`config.mk`:
```
export PLATFORM = sky130hd
export DESIGN_NAME = d_cache_axi_bridge
export DESIGN_NICKNAME = d
export VERILOG_FILES = /design/src/rtl/axi_pkg.sv /design/src/rtl/axi_wstrb_gen.sv /design/src/rtl/d_cache_axi_bridge.sv
export SDC_FILE = /design/constraint.sdc
export NUM_CORES = 1
export LEC_CHECK = 0
export BUFFER_PORTS_ARGS = -buffer_cell sky130_fd_sc_hd__buf_2
export CAP_MARGIN = 25
export CORE_AREA = 2 2 122 124
export DETAILED_ROUTE_END_ITERATION = 16
export DIE_AREA = 0 0 124 126
export SLEW_MARGIN = 20
export SYNTH_ARGS = -nofsm -noshare
export SYNTH_HDL_FRONTEND = slang
export SYNTH_HIERARCHICAL = 1
export SYNTH_SLANG_ARGS = --single-unit
```
`constraint.sdc`:
```
create_clock -name clk -period 3.46 [get_ports clk]
set_clock_uncertainty 0.2 [all_clocks]
set_input_delay 0.519 -clock clk [delete_from_list [all_inputs] [get_ports clk]]
set_output_delay 0.519 -clock clk [all_outputs]
set_load 0.02 [all_outputs]
```
`src/rtl/axi_pkg.sv`:
```
// Shared AXI constants, size encodings and bridge state/request types for the
// cache-side SRAM-to-AXI bridges.
package axi_pkg;

    localparam logic [1:0] BURST_INCR  = 2'b01;
    localparam logic [7:0] LEN_SINGLE  = 8'd0;
    localparam logic [1:0] RESP_SLVERR = 2'b10;

    localparam logic [1:0] SIZE_BYTE = 2'd0;
    localparam logic [1:0] SIZE_HALF = 2'd1;
    localparam logic [1:0] SIZE_WORD = 2'd2;

    typedef enum logic [2:0] {
        ST_IDLE,
        ST_RD_ADDR,
        ST_RD_DATA,
        ST_WR_REQ,
        ST_WR_RESP
    } bridge_state_e;

    typedef struct packed {
        logic        wr;
        logic [1:0]  size;
        logic [31:0] addr;
        logic [31:0] wdata;
    } mem_req_t;

    // The cache never issues an 8-byte access; size 3 folds onto a word.
    function automatic logic [1:0] norm_size(input logic [1:0] s);
        return (s == 2'd3) ? SIZE_WORD : s;
    endfunction

endpackage

```
`src/rtl/axi_wstrb_gen.sv`:
```
// Byte-lane strobe from access size and the low address bits.
module axi_wstrb_gen
    import axi_pkg::*;
(
    input  logic [1:0] size,
    input  logic [1:0] addr_lo,
    output logic [3:0] wstrb
);

    always_comb begin
        case (size)
            SIZE_BYTE: wstrb = 4'b0001 << addr_lo;
            SIZE_HALF: wstrb = addr_lo[1] ? 4'b1100 : 4'b0011;
            default:   wstrb = 4'b1111;
        endcase
    end

endmodule

```
`src/rtl/d_cache_axi_bridge.sv`:
```
// Data-cache SRAM-like port to single-beat AXI master, one transaction in
// flight; reads are line fills, writes are dirty write-backs.
module d_cache_axi_bridge
    import axi_pkg::*;
#(
    parameter logic [3:0] RID_VAL = 4'd1,
    parameter logic [3:0] WID_VAL = 4'd1
) (
    input  logic        clk,
    input  logic        resetn,
    input  logic        req,
    input  logic        wr,
    input  logic [1:0]  size,
    input  logic [31:0] addr,
    input  logic [31:0] wdata,
    output logic [31:0] rdata,
    output logic        addr_ok,
    output logic        data_ok,
    output logic        axi_err,
    output logic [3:0]  arid,
    output logic [31:0] araddr,
    output logic [7:0]  arlen,
    output logic [2:0]  arsize,
    output logic [1:0]  arburst,
    output logic [1:0]  arlock,
    output logic [3:0]  arcache,
    output logic [2:0]  arprot,
    output logic        arvalid,
    input  logic        arready,
    input  logic [3:0]  rid,
    input  logic [31:0] rdata_axi,
    input  logic [1:0]  rresp,
    input  logic        rlast,
    input  logic        rvalid,
    output logic        rready,
    output logic [3:0]  awid,
    output logic [31:0] awaddr,
    output logic [7:0]  awlen,
    output logic [2:0]  awsize,
    output logic [1:0]  awburst,
    output logic [1:0]  awlock,
    output logic [3:0]  awcache,
    output logic [2:0]  awprot,
    output logic        awvalid,
    input  logic        awready,
    output logic [3:0]  wid,
    output logic [31:0] wdata_axi,
    output logic [3:0]  wstrb,
    output logic        wlast,
    output logic        wvalid,
    input  logic        wready,
    input  logic [3:0]  bid,
    input  logic [1:0]  bresp,
    input  logic        bvalid,
    output logic        bready
);

    bridge_state_e state, state_nxt;
    mem_req_t      cur;
    logic          aw_done, w_done;

    // Single-beat, fixed-ID transactions: response IDs and RLAST carry no information.
    logic unused_ok;
    assign unused_ok = ^{rid, rlast, bid, cur.wr};

    always_ff @(posedge clk or negedge resetn) begin
        if (!resetn) begin
            state   <= ST_IDLE;
            cur     <= '0;
            aw_done <= 1'b0;
            w_done  <= 1'b0;
        end else begin
            state <= state_nxt;
            if (state == ST_IDLE && req)
                cur <= '{wr: wr, size: norm_size(size), addr: addr, wdata: wdata};
            if (state == ST_WR_REQ && state_nxt == ST_WR_REQ) begin
                if (awvalid && awready) aw_done <= 1'b1;
                if (wvalid && wready)   w_done  <= 1'b1;
            end else begin
                aw_done <= 1'b0;
                w_done  <= 1'b0;
            end
        end
    end

    always_comb begin
        state_nxt = state;
        addr_ok   = 1'b0;
        data_ok   = 1'b0;
        axi_err   = 1'b0;
        rdata     = '0;
        arvalid   = 1'b0;
        rready    = 1'b0;
        awvalid   = 1'b0;
        wvalid    = 1'b0;
        bready    = 1'b0;
        case (state)
            ST_IDLE: begin
                addr_ok = req;
                if (req) state_nxt = wr ? ST_WR_REQ : ST_RD_ADDR;
            end
            ST_RD_ADDR: begin
                arvalid = 1'b1;
                if (arready) state_nxt = ST_RD_DATA;
            end
            ST_RD_DATA: begin
                rready = 1'b1;
                if (rvalid) begin
                    data_ok   = 1'b1;
                    rdata     = rdata_axi;
                    axi_err   = |(rresp & RESP_SLVERR);
                    state_nxt = ST_IDLE;
                end
            end
            ST_WR_REQ: begin
                // AW and W complete independently; either may finish first.
                awvalid = !aw_done;
                wvalid  = !w_done;
                if ((aw_done || awready) && (w_done || wready)) state_nxt = ST_WR_RESP;
            end
            ST_WR_RESP: begin
                bready = 1'b1;
                if (bvalid) begin
                    data_ok   = 1'b1;
                    axi_err   = |(bresp & RESP_SLVERR);
                    state_nxt = ST_IDLE;
                end
            end
            default: state_nxt = ST_IDLE;
        endcase
    end

    assign arid    = RID_VAL;
    assign araddr  = cur.addr;
    assign arlen   = LEN_SINGLE;
    assign arsize  = {1'b0, cur.size};
    assign arburst = BURST_INCR;
    assign arlock  = 2'b00;
    assign arcache = 4'b0000;
    assign arprot  = 3'b000;

    assign awid    = WID_VAL;
    assign awaddr  = cur.addr;
    assign awlen   = LEN_SINGLE;
    assign awsize  = {1'b0, cur.size};
    assign awburst = BURST_INCR;
    assign awlock  = 2'b00;
    assign awcache = 4'b0000;
    assign awprot  = 3'b000;

    assign wid       = WID_VAL;
    assign wdata_axi = cur.wdata;
    assign wlast     = wvalid;

    axi_wstrb_gen u_wstrb (
        .size    (cur.size),
        .addr_lo (cur.addr[1:0]),
        .wstrb   (wstrb)
    );

endmodule

```
==> impl_metrics.ini <==
[die]
io_pins = 317
die_area_um2 = 15600
fp.dieH_um = 126
start_util_pct = 25.8
rows = 44
coreArea_um2 = 14300
die_x_um = 124

[clock_tree]
clock_sinks = 71
cts_buffer_depth = 2
cts-resized-gates = 0
root_buffer = clkbuf_16
cts_hold_buf = 0
clkSlewWorstSetupHoldPaths_ns = 0.06
htreeDepth = 3
clock_latency_ns = 0.32
post_cts_buffers = 0
numCtsBuffers = 9
cts_tree = built

[finish]
nFillCells = 1570
ff_latch_area_um2 = 1780
nets = 773
area_growth_pct = 33.7
layout-drive-gt1-share_pct = 41.8
stdcell_area_um2 = 4940
multi_input_area_um2 = 1330
diodes = 0

[sta]
finalCritPeriodShare_pct = 72.1
slew_headroom_pct = 40.6
layout_setup_ws_ns = 0.966
finalCriticalPeriod_ns = 2.49
hold_ws_ns = 0.125
setup_tns_ns = 0
slew_violations = 0
fmax_mhz = 401
worst-slew-pin-transition_ns = 0.891
setup_viol = 0
hold_violations = 0
rsz0062_at_grt = false

[worst_setup_path]
r2r_slack_ns = 1.11
crit_chain = or4b_2, clkinv_2, buf_2
timing.rr.start = state[0]
path_buf_inv = 2
slowest_stage = or4b_2
cp-start-kind = register
r2r_end = araddr[30]
reg2regPathDepth = 5
path_delay_family = simple AND/OR/NAND/NOR gates
endpoint_kind = primary output
crit_required_ns = 2.74
worstPathArrival_ns = 1.78
cp_slowest_stage_delay_ns = 0.73
critPathKind = reg -> out
path_max_fanout = 7

[placement]
finalWeightedCongestion = 0.739
dpl.hpwl_um = 7350
port_buffers = 253
place_ws_ns = 1.01
placed_area_um2 = 4640

[drt]
ant_nets = 0
vias = 3383
drc = 0
dr.first_iter.drc_count = 101
avgRoutedWirePerCell_um = 12.0
via_per_inst = 4.02
wirelength_um = 10100
firstDrtPassIters = 4

[yosys]
synth_edf_count = 0
seq_area_frac_synth_pct = 48.0
synth_ff_type = dfrtp_1
synthesis.area_per_instance_um2 = 8.33
synthArstFlopShare_pct = 100
syn_area_um2 = 3700
syn-instance-count = 444
ys_seq_elements = 71
yosys_warnings = 6
synth_cell_types = 24

[global_routing]
grt_first_pass_wirelength_um = 15300
grt_antenna_before_repair = 0
grt-ovfl-total = 0
grt_max_degree = 72
grt_pass1_vias = 3087
grt_use_total_pct = 12.5

[power]
ir_drop_mv = 0.288
powerDensity_nw_per_um2 = 982
power_leakage_uw = 0.00316

[job]
drv_cap = 0

[status]
outcome = completed

[hold_path]
hold_class = in -> async
[cell type report]
| cell class | count | area share, % |
|---|---|---|
| Sequential cell | 71 | 35.9 |
| Inverter | 4 | 0.329 |
| Clock buffer | 9 | 4.56 |
| Timing Repair Buffer | 256 | 26.1 |
| Clock inverter | 7 | 1.57 |
| Tap cell | 184 | 4.66 |
| Multi-Input combinational cell | 311 | 26.8 |
[sequential cells by signal, summed over array words and instances (netlist names)]
signal     count
arsize         2
w_done         1
aw_done        1
araddr        32
wdata_axi     32
state          3
[cells by family (layout without fill, tap and decap cells)]
group,count (synthesis),count (layout),share of synthesized area (%)
buf+inv,112,276,21.3
flops,71,71,48.0
simple gates,248,248,28.2
compound gates,11,11,2.23
other cells,2,52,0.203
[stage by stage]
| step | instances | total power [uW] | util, % |
|---|---|---|---|
| 2_1_floorplan | 494 | 3370 | - |
| 3_3_place_gp | 826 | 3960 | 32.4 |
| 3_5_place_dp | 826 | 3990 | 32.4 |
| 4_1_cts | 842 | 4960 | 34.5 |
| 5_1_grt | 842 | 5260 | 34.5 |
| 6_report | 842 | 4850 | 34.5 |
[cell usage in the layout (no fill, tap or decap)]
cell type / netlist / routed
buf_2: 8 / 252
nand2_1: 199 / 199
dfrtp_1: 71 / 71
conb_1: 2 / 52
and3_1: 32 / 32
clkbuf_16: 0 / 9
nor2_1: 8 / 8
buf_4: 87 / 4
o21bai_1: 4 / 4
inv_1: 3 / 3
inv_6: 0 / 3
nor3b_1: 3 / 2
nand3b_1: 2 / 2
o22ai_1: 2 / 2
clkinv_2: 1 / 2
nor3b_2: 0 / 1
and2_1: 1 / 1
a21o_1: 1 / 1
a31oi_1: 1 / 1
nand2b_1: 1 / 1
or4b_2: 0 / 1
o211ai_1: 1 / 1
a32o_1: 1 / 1
o311ai_1: 1 / 1
bufinv_16: 0 / 1
clkinv_4: 0 / 1
clkinvlp_4: 0 / 1
nor2b_1: 1 / 1
[metal layers]
metal,track usage [%],part of all wire (%),routed length (um),vias up
met3,3.49,9.0,911,8
met5,0,0,0,-
li1,-,-,-,1652
met2,23.0,52,5280,183
met1,13.7,38,3800,1540
met4,3.97,1.1,109,0
[worst max path at each step]
| stage | from | end | cells after the start |
|---|---|---|---|
| floorplan | state[0] | rdata[22] | 3 |
| global placement | req | arsize[0] | 6 |
| detailed placement | req | wdata_axi[24] | 6 |
| CTS | state[0] | addr_ok | 3 |
| global route | state[0] | axi_err | 5 |
| finish | state[0] | addr_ok | 3 |
[cell usage after synthesis, types with 2 or more instances]
cell / number / area share (%)
buf_4: 87 / 18
o21bai_1: 4 / 0.81
nand2_1: 199 / 20
conb_1: 2 / 0.20
nor2_1: 8 / 0.81
buf_2: 8 / 1.1
inv_1: 3 / 0.30
and3_1: 32 / 5.4
nor3b_1: 3 / 0.61
dfrtp_1: 71 / 48
buf_6: 4 / 1.2
o22ai_1: 2 / 0.34
nand3b_1: 2 / 0.41
clkbuf_1: 9 / 0.91
[where the power goes]
part	internal (uW)	total [uW]	switching [uW]
Clock	565	934	368
Sequential	1220	1480	264
Combinational	759	2440	1680
Total	2540	4850	2310
Note: power is estimated with default switching activity, not from simulation.
